**src/rtl/cpu_pkg.sv**
```systemverilog
// Shared definitions for the processor front end: fetch FSM states,
// instruction width, NOP encoding and the default reset fetch address.
package cpu_pkg;

    localparam int unsigned INSTR_WIDTH      = 16;
    localparam logic [INSTR_WIDTH-1:0] NOP_INSTR = 16'h0000;
    localparam int unsigned DEFAULT_RESET_PC = 0;

    typedef enum logic [1:0] {
        S_REQ  = 2'd0,
        S_WAIT = 2'd1,
        S_HOLD = 2'd2
    } fetch_state_t;

endpackage

```
**src/rtl/pc_counter.sv**
```systemverilog
// Fetch address register with load (redirect) > increment > hold priority.
// pc_plus1 is the successor of the presented instruction's pc, modulo 2^ADDR_WIDTH.
module pc_counter #(
    parameter int unsigned           ADDR_WIDTH = 16,
    parameter logic [ADDR_WIDTH-1:0] RESET_PC   = '0
) (
    input  logic                  clk,
    input  logic                  reset,
    input  logic                  load,
    input  logic [ADDR_WIDTH-1:0] load_value,
    input  logic                  incr,
    input  logic [ADDR_WIDTH-1:0] cur_pc,
    output logic [ADDR_WIDTH-1:0] fetch_pc,
    output logic [ADDR_WIDTH-1:0] pc_plus1
);

    assign pc_plus1 = cur_pc + ADDR_WIDTH'(1);

    always_ff @(posedge clk) begin
        if (reset) begin
            fetch_pc <= RESET_PC;
        end else if (load) begin
            fetch_pc <= load_value;
        end else if (incr) begin
            fetch_pc <= pc_plus1;
        end
    end

endmodule

```
**src/rtl/instr_fetch_unit.sv**
```systemverilog
// Instruction fetch: PC ownership, BRAM read sequencing, instruction register
// with valid/ready handoff and redirect flush. Optional prefetch: IFU_PREFETCH_EN.
module instr_fetch_unit
    import cpu_pkg::*;
#(
    parameter int unsigned           ADDR_WIDTH = 16,
    parameter logic [ADDR_WIDTH-1:0] RESET_PC   = ADDR_WIDTH'(DEFAULT_RESET_PC)
) (
    input  logic                   clk,
    input  logic                   reset,
    output logic [ADDR_WIDTH-1:0]  mem_addr,
    output logic                   mem_rd_en,
    input  logic [INSTR_WIDTH-1:0] mem_rdata,
    output logic [INSTR_WIDTH-1:0] instr,
    output logic                   instr_valid,
    input  logic                   instr_ready,
    output logic [ADDR_WIDTH-1:0]  pc,
    output logic [ADDR_WIDTH-1:0]  pc_plus1,
    input  logic                   redirect,
    input  logic [ADDR_WIDTH-1:0]  redirect_target
);

    fetch_state_t state, state_next;
    logic [ADDR_WIDTH-1:0] fetch_pc;
    logic load_pc, incr_pc, capture, accept;

    assign instr_valid = (state == S_HOLD);
    assign accept      = instr_valid & instr_ready;

    pc_counter #(
        .ADDR_WIDTH (ADDR_WIDTH),
        .RESET_PC   (RESET_PC)
    ) u_pc_counter (
        .clk        (clk),
        .reset      (reset),
        .load       (load_pc),
        .load_value (redirect_target),
        .incr       (incr_pc),
        .cur_pc     (pc),
        .fetch_pc   (fetch_pc),
        .pc_plus1   (pc_plus1)
    );

`ifdef IFU_PREFETCH_EN
    logic [INSTR_WIDTH-1:0] pf_data, pf_word;
    logic pf_valid, pf_inflight, pf_avail, pf_issue, take_pf;

    // A prefetch slot is either registered (pf_valid) or on the RAM bus now (pf_inflight).
    assign pf_avail = pf_valid | pf_inflight;
    assign pf_word  = pf_valid ? pf_data : mem_rdata;
`endif

    always_ff @(posedge clk) begin
        if (reset) begin
            state <= S_REQ;
        end else begin
            state <= state_next;
        end
    end

    always_comb begin
        state_next = state;
        load_pc    = 1'b0;
        incr_pc    = 1'b0;
        capture    = 1'b0;
        mem_rd_en  = 1'b0;
        mem_addr   = fetch_pc;
`ifdef IFU_PREFETCH_EN
        pf_issue   = 1'b0;
        take_pf    = 1'b0;
`endif
        case (state)
            S_REQ: begin
                mem_rd_en  = 1'b1;
                state_next = S_WAIT;
            end
            S_WAIT: begin
                capture    = 1'b1;
                state_next = S_HOLD;
`ifdef IFU_PREFETCH_EN
                // Reading the successor here lets the first HOLD cycle already hand over.
                mem_rd_en  = 1'b1;
                mem_addr   = fetch_pc + ADDR_WIDTH'(1);
                pf_issue   = 1'b1;
`endif
            end
            S_HOLD: begin
`ifdef IFU_PREFETCH_EN
                if (accept && pf_avail) begin
                    take_pf   = 1'b1;
                    pf_issue  = 1'b1;
                    mem_rd_en = 1'b1;
                    mem_addr  = pc_plus1 + ADDR_WIDTH'(1);
                end else if (accept) begin
                    // The read issued now becomes the WAIT fetch; no second read.
                    incr_pc    = 1'b1;
                    mem_rd_en  = 1'b1;
                    mem_addr   = pc_plus1;
                    state_next = S_WAIT;
                end else if (!pf_avail) begin
                    pf_issue  = 1'b1;
                    mem_rd_en = 1'b1;
                    mem_addr  = pc_plus1;
                end
`else
                if (accept) begin
                    incr_pc    = 1'b1;
                    state_next = S_REQ;
                end
`endif
            end
            default: state_next = S_REQ;
        endcase

        if (redirect) begin
            load_pc    = 1'b1;
            incr_pc    = 1'b0;
            capture    = 1'b0;
            state_next = S_REQ;
`ifdef IFU_PREFETCH_EN
            pf_issue   = 1'b0;
            take_pf    = 1'b0;
`endif
        end

        if (reset) begin
            mem_rd_en = 1'b0;
        end
    end

    always_ff @(posedge clk) begin
        if (reset) begin
            instr <= NOP_INSTR;
            pc    <= RESET_PC;
        end else if (capture) begin
            instr <= mem_rdata;
            pc    <= fetch_pc;
`ifdef IFU_PREFETCH_EN
        end else if (take_pf) begin
            instr <= pf_word;
            pc    <= pc_plus1;
`endif
        end
    end

`ifdef IFU_PREFETCH_EN
    always_ff @(posedge clk) begin
        if (reset || redirect) begin
            pf_valid    <= 1'b0;
            pf_inflight <= 1'b0;
            pf_data     <= NOP_INSTR;
        end else begin
            pf_inflight <= pf_issue;
            if (take_pf) begin
                pf_valid <= 1'b0;
            end else if (pf_inflight) begin
                pf_valid <= 1'b1;
                pf_data  <= mem_rdata;
            end
        end
    end
`endif

endmodule
```
**config.mk**
```make
export PLATFORM = sky130hd
export DESIGN_NAME = instr_fetch_unit
export DESIGN_NICKNAME = d
export VERILOG_FILES = /design/src/rtl/cpu_pkg.sv /design/src/rtl/pc_counter.sv /design/src/rtl/instr_fetch_unit.sv
export SDC_FILE = /design/constraint.sdc
export NUM_CORES = 1
export LEC_CHECK = 0
export ABC_CLOCK_PERIOD_IN_PS = 1850
export CAP_MARGIN = 20
export CORE_MARGIN = 3
export CORE_UTILIZATION = 41
export DETAILED_ROUTE_END_ITERATION = 12
export GPL_TIMING_DRIVEN = 0
export HOLD_SLACK_MARGIN = 0.08
export PLACE_DENSITY = 0.92
export SETUP_SLACK_MARGIN = 0.3
export SYNTH_ARGS = -nofsm -noshare
export SYNTH_HDL_FRONTEND = slang
export SYNTH_SLANG_ARGS = --single-unit
```
**constraint.sdc**
```tcl
create_clock -name clk -period 1.85 [get_ports clk]
set_input_delay 0.37 -clock clk [delete_from_list [all_inputs] [get_ports clk]]
set_output_delay 0.37 -clock clk [all_outputs]
set_load 0.02 [all_outputs]
```
==> impl_metrics.sql, run 1 <==
INSERT INTO impl_metrics (metric_group, metric, value, unit) VALUES
('synth', 'sequential_fraction_of_the_synthesis_area', '45.3', '%'),
('power_and_ir_drop', 'pwr_density_cell', '547', 'nW/µm²'),
('setup_path', 'timing.rr.start', 'pc[1]$_SDFFE_PP0P_', ''),
('setup_path', 'crit_path_max_fanout', '5', ''),
('sta', 'setup_viol', '11', ''),
('global_routing', 'globalRoute.busiestLayer', 'met2', ''),
('min_path', 'worstHoldStart', 'state[1]$_SDFFE_PP0P_', ''),
('setup_path', 'cpLargestDelayFamily', 'buffers and inverters', ''),
('sta', 'period_needed', '2.18', 'ns'),
('sta', 'max_slew_margin', '56.8', '%'),
('clocking', 'worstSkewPairLatency', '0.32', 'ns'),
('die', 'dieArea', '6310', 'µm²'),
('setup_path', 'timing.critical_path.arrival', '1.81', 'ns'),
('global_routing', 'grt_first_pass_wirelength', '12800', 'µm'),
('global_routing', 'grt_start_max_net_pins', '15', ''),
('synth', 'post_synth_inst_count', '288', ''),
('drt', 'vias', '2836', ''),
('sta', 'skew', '0.0253', 'ns'),
('sta', 'final_hold_fails', '0', ''),
('clocking', 'clk_pin_slew', '0.11', 'ns'),
('drt', 'detail_route.iter0.violations', '356', ''),
('power_and_ir_drop', 'overall_power_of_the_completed_layout', '2.14', 'mW'),
('job', 'cap_violations', '0', ''),
('clocking', 'maximum_count_of_clock_buffers_along_a_single_path', '2', ''),
('setup_path', 'worst_case_register_to_register_setup_slack', '0.13', 'ns'),
('setup_path', 'slowest_stage', 'sky130_fd_sc_hd__dfxtp_4', ''),
('synth', 'synth_area', '2210', 'µm²'),
('sta', 'report.final.slew_viol_count', '0', ''),
('cells_and_area', 'area_growth_syn_to_layout', '76.8', '%'),
('clocking', 'cts.sink_count', '50', ''),
('global_routing', 'grt_use_met2', '46.8', '%'),
('clocking', 'cts.htree.levels', '2', ''),
('drt', 'drtAntennaViolNets', '0', ''),
('drt', 'post_drt_via_cell_ratio', '5.69', ''),
('die', 'die-width', '79.4', 'µm'),
('run_status', 'failed_checks', 'setup timing', ''),
('synth', 'synth_cell_types', '35', ''),
('die', 'std_cell_rows', '26', ''),
('power_and_ir_drop', 'power_leakage', '1.84', 'nW'),
('global_routing', 'gr-usage-all-layers', '26.2', '%'),
('sta', 'clock.fmax', '0.459', 'GHz'),
('cells_and_area', 'nNetsFinal', '463', ''),
('drt', 'wl_per_cell', '18.6', 'µm'),
('placement', 'placed_cells', '458', ''),
('min_path', 'hold_path_class', 'reg2reg', ''),
('global_routing', 'grtUsageMet3', '6.88', '%'),
('clocking', 'cts-root-buf', 'sky130_fd_sc_hd__clkbuf_8', ''),
('placement', 'placement.io_buffers', '100', ''),
('clocking', 'tritoncts_clock_tree', 'done', ''),
('synth', 'syn_area_per_cell', '7.68', 'µm²'),
('die', 'core_region_area', '5170', 'µm²'),
('clocking', 'cts_buffers', '5', ''),
('global_routing', 'grt_overflow_total', '0', ''),
('run_status', 'status', 'finished, violations left', ''),
('setup_path', 'timing_worst_setup_path_type', 'reg2out', ''),
('drt', 'route.final.wire_length', '9260', 'µm'),
('cells_and_area', 'drive_gt1_share', '29.0', '%'),
('die', 'io_pins', '102', ''),
('die', 'die_span_y', '79.4', 'µm'),
('min_path', 'worstHoldPathCells', '1', ''),
('synth', 'yosys_warnings', '0', ''),
('sta', 'final_critical_path_setup_slack', '-0.328', 'ns'),
('synth', 'synth_nets', '325', ''),
('sta', 'worst_tran_pin_value', '0.648', 'ns'),
('placement', 'post-dp-hpwl', '5250', 'µm'),
('setup_path', 'worst-path-buf-inv', '3', ''),
('setup_path', 'worst_ep_required_time', '1.48', 'ns'),
('global_routing', 'grt_pass1_vias', '2611', ''),
('setup_path', 'path_depth', '6', ''),
('synth', 'synth.ff_latch_count', '50', ''),
('global_routing', 'antenna_found_initial', '0', '');
## sequential cells by signal, summed over array words and instances, names as in the netlist
| name | count |
|---|---|
| state | 2 |
| instr | 16 |
| pc | 16 |
| u_pc_counter.fetch_pc | 16 |
## cells in the final DEF, fill, tap and decap left out, types with 5 or more instances in the layout
cell | synthesis | final
sky130_fd_sc_hd__a21oi_1 | 40 | 38
sky130_fd_sc_hd__buf_4 | 0 | 30
sky130_fd_sc_hd__buf_6 | 0 | 16
sky130_fd_sc_hd__clkbuf_1 | 19 | 6
sky130_fd_sc_hd__clkbuf_2 | 0 | 13
sky130_fd_sc_hd__clkbuf_8 | 0 | 7
sky130_fd_sc_hd__clkdlybuf4s50_1 | 0 | 33
sky130_fd_sc_hd__dfxtp_1 | 50 | 34
sky130_fd_sc_hd__dfxtp_2 | 0 | 6
sky130_fd_sc_hd__dfxtp_4 | 0 | 10
sky130_fd_sc_hd__dlygate4sd2_1 | 0 | 45
sky130_fd_sc_hd__inv_1 | 5 | 5
sky130_fd_sc_hd__nand2_1 | 86 | 86
sky130_fd_sc_hd__nor2_1 | 23 | 21
sky130_fd_sc_hd__xor2_2 | 1 | 7
## per-layer routing
layer | routed length (µm) | part of all wire (%) | vias up
li1 | - | - | 1230
met1 | 3350 | 36 | 1333
met2 | 4560 | 49 | 218
met3 | 905 | 9.8 | 55
met4 | 448 | 4.8 | 0
met5 | 0 | 0 | -
## synth_stat cells
| master | n | area (µm²) |
|---|---|---|
| sky130_fd_sc_hd__nand3b_1 | 4 | 30.0 |
| sky130_fd_sc_hd__a211oi_1 | 1 | 7.51 |
| sky130_fd_sc_hd__o21ai_1 | 1 | 5.00 |
| sky130_fd_sc_hd__nor3_1 | 5 | 25.0 |
| sky130_fd_sc_hd__inv_1 | 5 | 18.8 |
| sky130_fd_sc_hd__o22ai_1 | 3 | 18.8 |
| sky130_fd_sc_hd__xnor2_1 | 4 | 35.0 |
| sky130_fd_sc_hd__nand2_1 | 86 | 323 |
| sky130_fd_sc_hd__a31o_1 | 1 | 8.76 |
| sky130_fd_sc_hd__nand3_1 | 4 | 20.0 |
| sky130_fd_sc_hd__and3_2 | 1 | 7.51 |
| sky130_fd_sc_hd__and3_1 | 1 | 6.26 |
| sky130_fd_sc_hd__dfxtp_1 | 50 | 1000 |
| sky130_fd_sc_hd__nand2b_1 | 2 | 12.5 |
| sky130_fd_sc_hd__or2_4 | 1 | 8.76 |
| sky130_fd_sc_hd__ha_1 | 1 | 12.5 |
| sky130_fd_sc_hd__nor2b_1 | 1 | 6.26 |
| sky130_fd_sc_hd__nor4_1 | 4 | 25.0 |
| sky130_fd_sc_hd__clkbuf_1 | 19 | 71.3 |
| sky130_fd_sc_hd__a21o_1 | 1 | 7.51 |
| sky130_fd_sc_hd__and3b_1 | 1 | 8.76 |
| sky130_fd_sc_hd__o41ai_1 | 1 | 8.76 |
| sky130_fd_sc_hd__a31oi_1 | 3 | 18.8 |
| sky130_fd_sc_hd__xor2_2 | 1 | 16.3 |
| sky130_fd_sc_hd__or2_2 | 2 | 12.5 |
| sky130_fd_sc_hd__nand4_2 | 1 | 12.5 |
| sky130_fd_sc_hd__a21oi_1 | 40 | 200 |
| sky130_fd_sc_hd__nor2_1 | 23 | 86.3 |
| sky130_fd_sc_hd__mux2i_1 | 1 | 10.0 |
| sky130_fd_sc_hd__nand4_4 | 1 | 21.3 |
| sky130_fd_sc_hd__xor2_1 | 9 | 78.8 |
| sky130_fd_sc_hd__nand3_4 | 1 | 17.5 |
| sky130_fd_sc_hd__o32ai_1 | 2 | 17.5 |
| sky130_fd_sc_hd__o21ai_0 | 6 | 30.0 |
| sky130_fd_sc_hd__nor4_4 | 1 | 21.3 |
## cells by family after synthesis
logic type | count (synthesis) | synth area share, %
simple gates | 139 | 29.1
compound gates | 59 | 14.6
flops | 50 | 45.3
buf+inv | 24 | 4.07
xor+xnor | 14 | 5.89
mux | 1 | 0.453
fa+ha+maj | 1 | 0.566
## where the power goes
part,internal [mW],leakage (nW),switching (mW)
logic,0.161,1.38,0.194
clock network,0.262,0.0426,0.385
registers,1.10,0.418,0.0353
total,1.53,1.84,0.615
## how the worst max path moves through the flow
stage                        from            to  slack (ns)
2_1_floorplan  pc[2]$_SDFFE_PP0P_  pc_plus1[15]        0.20
3_3_place_gp   pc[0]$_SDFFE_PP0P_  pc_plus1[15]       -0.38
3_5_place_dp   pc[0]$_SDFFE_PP0P_  pc_plus1[15]       -0.40
4_1_cts        pc[0]$_SDFFE_PP0P_  pc_plus1[15]       -0.29
5_1_grt        pc[0]$_SDFFE_PP0P_   pc_plus1[9]       -0.38
6_report       pc[1]$_SDFFE_PP0P_   pc_plus1[9]       -0.33
## stage by stage
stage / instance area [µm²] / worst slack (ns) / hold slack, ns / TNS [ns] / util [%]
after CTS: 3770 / -0.292 / 0.455 / -1.79 / 72.9
after detailed placement: 3460 / -0.404 / 0.446 / -10.61 / 67.0
after floorplan: 2370 / 0.196 / 0.449 / 0 / -
after global routing: 3910 / -0.380 / 0.464 / -2.82 / 75.5
final: 3910 / -0.328 / 0.451 / -2.30 / 75.6
after global placement: 3460 / -0.381 / 0.441 / -9.07 / 67.0
## layout make-up
type,count,area (µm²)
inverter,5,18.8
buffer,19,115
tap,70,87.6
antenna,1,2.50
clock inverter,2,8.76
timing repair buffer,131,1190
fill,350,1260
multi-input combinational,214,1370
clock buffer,6,72.6
sequential,50,1050
## repair_timing
action / CTS / global route
gates resized for setup: 170 / 37
hold endpoints to repair: 0 / 0
setup buffers: 23 / 8
pin swaps: 26 / 13
setup endpoints to repair: 112 / 64
Power figures use the tool's default switching activity.
==> run 2: changes to the inputs <==
SETUP_SLACK_MARGIN = not set   (was 0.3)
==> run 2 against run 1 <==
The run still ends with setup timing left. Clock power up 19%. Sequential power about the same. Global-route usage down 0.40 points. Non-clock buffer count up 7.
==> impl_metrics.sql, run 2 (synthesis results as in run 1) <==
INSERT INTO impl_metrics (metric_group, metric, value, unit) VALUES
('drt', 'post_drt_via_cell_ratio', '5.33', ''),
('power_and_ir_drop', 'share_of_power_burned_in_registers', '50.0', '%'),
('min_path', 'worstHoldPathCells', '2', ''),
('sta', 'skew', '0.0124', 'ns'),
('setup_path', 'worst_ep_required_time', '1.48', 'ns'),
('power_and_ir_drop', 'pwr_density_cell', '583', 'nW/µm²'),
('cells_and_area', 'area_growth_syn_to_layout', '76.0', '%'),
('global_routing', 'grt_overflow_total', '0', ''),
('placement', 'post-dp-hpwl', '5330', 'µm'),
('drt', 'vias', '2685', ''),
('drt', 'post-route-drc-count', '0', ''),
('job', 'cap_violations', '0', ''),
('sta', 'final_critical_path_setup_slack', '-0.204', 'ns'),
('power_and_ir_drop', 'power_leakage', '1.59', 'nW'),
('setup_path', 'critPathMaxStageDelay', '0.38', 'ns'),
('clocking', 'cts-root-buf', 'sky130_fd_sc_hd__clkbuf_8', ''),
('die', 'dieArea', '6310', 'µm²'),
('placement', 'placement.io_buffers', '100', ''),
('min_path', 'hold_path_class', 'reg2reg', ''),
('clocking', 'cts_buffers', '5', ''),
('sta', 'fin_crit_sh', '111', '%'),
('setup_path', 'rr_worst_depth', '11', ''),
('sta', 'grt_setup_unrepaired', 'yes', ''),
('drt', 'route.final.wire_length', '8220', 'µm'),
('sta', 'hold_ws', '0.457', 'ns'),
('global_routing', 'gr-usage-all-layers', '25.8', '%'),
('power_and_ir_drop', 'netSwitchingPower', '0.577', 'mW'),
('cells_and_area', 'layout_top_registers', 'instr: 16 flops, pc: 16 flops, u_pc_counter.fetch_pc: 16 flops', ''),
('global_routing', 'grt_pass1_vias', '2655', ''),
('setup_path', 'slowest_stage', 'sky130_fd_sc_hd__dfxtp_4', ''),
('placement', 'gp_congestion', '0.849', ''),
('setup_path', 'timing.critical_path.arrival', '1.68', 'ns'),
('power_and_ir_drop', 'switching_fraction_of_total_power', '25.5', '%'),
('cells_and_area', 'final_cell_area', '3890', 'µm²'),
('power_and_ir_drop', 'p_comb_share', '16.2', '%'),
('placement', 'post_dp_cell_area', '3310', 'µm²'),
('sta', 'max_slew_margin', '64.6', '%'),
('setup_path', 'timing_worst_setup_path_type', 'reg2out', ''),
('drt', 'drtAntennaViolNets', '0', ''),
('die', 'io_pins', '102', ''),
('setup_path', 'worst_setup_path_end_kind', 'output port', ''),
('sta', 'period_needed', '2.05', 'ns'),
('power_and_ir_drop', 'ir_worst_vdd', '0.318', 'mV'),
('power_and_ir_drop', 'clock_power_share', '33.8', '%'),
('die', 'die_span_y', '79.4', 'µm'),
('clocking', 'tritoncts_clock_tree', 'done', ''),
('cells_and_area', 'antenna-diode-count', '0', ''),
('die', 'std_cell_rows', '26', ''),
('drt', 'detail_route.iter0.violations', '171', ''),
('die', 'core_region_area', '5170', 'µm²'),
('clocking', 'holdBufCountCts', '0', ''),
('cells_and_area', 'n_fill_cell', '371', ''),
('global_routing', 'antenna_found_initial', '0', ''),
('cells_and_area', 'nNetsFinal', '470', ''),
('clocking', 'clk_pin_slew', '0.10', 'ns'),
('sta', 'worst_tran_pin_value', '0.531', 'ns'),
('clocking', 'maximum_count_of_clock_buffers_along_a_single_path', '2', ''),
('power_and_ir_drop', 'internal_power', '1.69', 'mW'),
('sta', 'report.final.slew_viol_count', '0', ''),
('clocking', 'cts.htree.levels', '2', ''),
('setup_path', 'crit_path_start_kind', 'register', ''),
('sta', 'final_hold_fails', '0', ''),
('sta', 'setup_viol', '12', ''),
('die', 'start_util', '42.7', '%'),
('die', 'die-width', '79.4', 'µm'),
('drt', 'firstDrtPassIters', '5', ''),
('setup_path', 'list_of_cells_traversed_by_the_critical_path', 'nand3_4 -> or2_4 -> nor4_4 -> xor2_2 -> buf_6', ''),
('cells_and_area', 'layout.cells.most_common', 'sky130_fd_sc_hd__nand2_1', ''),
('clocking', 'worstSkewPairLatency', '0.31', 'ns'),
('run_status', 'failed_checks', 'setup timing', ''),
('drt', 'wl_per_cell', '16.3', 'µm'),
('clocking', 'cts.sink_count', '50', ''),
('cells_and_area', 'drive_gt1_share', '22.8', '%'),
('sta', 'clock.fmax', '0.487', 'GHz'),
('global_routing', 'grt_start_max_net_pins', '15', ''),
('run_status', 'status', 'finished, violations left', ''),
('global_routing', 'grt_first_pass_wirelength', '12700', 'µm'),
('cells_and_area', 'layout_common_cells', 'sky130_fd_sc_hd__nand2_1, sky130_fd_sc_hd__clkdlybuf4s50_1, sky130_fd_sc_hd__buf_4', ''),
('setup_path', 'crit_path_max_fanout', '8', '');
==> run 2: power groups by stage <==
stage | combinational [mW] | sequential [mW] | clock [mW]
global placement | 0.342 | 1.17 | 0
finish | 0.366 | 1.13 | 0.767
global route | 0.392 | 1.14 | 0.823
detailed placement | 0.347 | 1.17 | 0
floorplan | 0.111 | 1.21 | 0
CTS | 0.358 | 1.13 | 0.764
==> run 2: path summary, 6_finish.rpt <==
check / startpoint / end / slack [ns]
hold reg to reg: instr[10]$_SDFFE_PP0P_ / instr[10]$_SDFFE_PP0P_ / 0.46
hold / removal: instr[10]$_SDFFE_PP0P_ / instr[10]$_SDFFE_PP0P_ / 0.46
setup / recovery: pc[4]$_SDFFE_PP0P_ / pc_plus1[15] / -0.20
setup reg to reg: pc[4]$_SDFFE_PP0P_ / u_pc_counter.fetch_pc[13]$_SDFFE_PP0P_ / -0.11
==> run 2: what timing repair did <==
| action | 4_1_cts | 5_1_grt |
|---|---|---|
| endpoints found under the setup margin | 24 | 28 |
| endpoints found under the hold margin | 0 | 0 |
| buffers inserted | 32 | 11 |
| resized for setup | 108 | 18 |
| pin swaps | 18 | 11 |
==> run 2: area by class of cell <==
| cell class | instances | area (µm²) | share of cell area, % |
|---|---|---|---|
| Buffer | 18 | 72.6 | 1.86 |
| Clock buffer | 7 | 76.3 | 1.96 |
| Clock inverter | 1 | 30.0 | 0.772 |
| Inverter | 5 | 18.8 | 0.482 |
| Multi-Input combinational cell | 214 | 1280 | 32.8 |
| Sequential cell | 50 | 1040 | 26.8 |
| Tap cell | 70 | 87.6 | 2.25 |
| Timing Repair Buffer | 139 | 1280 | 33.0 |
==> run 2: worst max-delay path: cells and delay by family, from the launching register on <==
| family | cells | cell delay (ns) |
|---|---|---|
| flip-flops | 1 | 0.38 |
| buffers and inverters | 1 | 0.14 |
| XOR/XNOR | 1 | 0.21 |
| AND/OR/NAND/NOR | 3 | 0.64 |
==> run 2: metrics by stage <==
stage / utilization, % / setup WS, ns / power [mW] / cells / setup TNS, ns
after floorplan: - / -0.00437 / 1.32 / 288 / -0.00437
after global placement: 64.1 / -0.588 / 1.51 / 458 / -12.01
after detailed placement: 64.1 / -0.622 / 1.52 / 458 / -14.17
after CTS: 72.9 / -0.212 / 2.25 / 498 / -1.23
after global routing: 75.2 / -0.265 / 2.35 / 504 / -2.43
final: 75.2 / -0.204 / 2.27 / 504 / -1.54
==> run 2: routing by layer <==
| metal | routed length (µm) | vias to the layer above | global-route usage [%] | share of wire [%] |
|---|---|---|---|---|
| li1 | - | 1242 | - | - |
| met1 | 3160 | 1277 | 30.4 | 38 |
| met2 | 4220 | 141 | 45.2 | 51 |
| met3 | 637 | 25 | 5.42 | 7.8 |
| met4 | 207 | 0 | 10.3 | 2.5 |
| met5 | 0 | - | 0 | 0 |
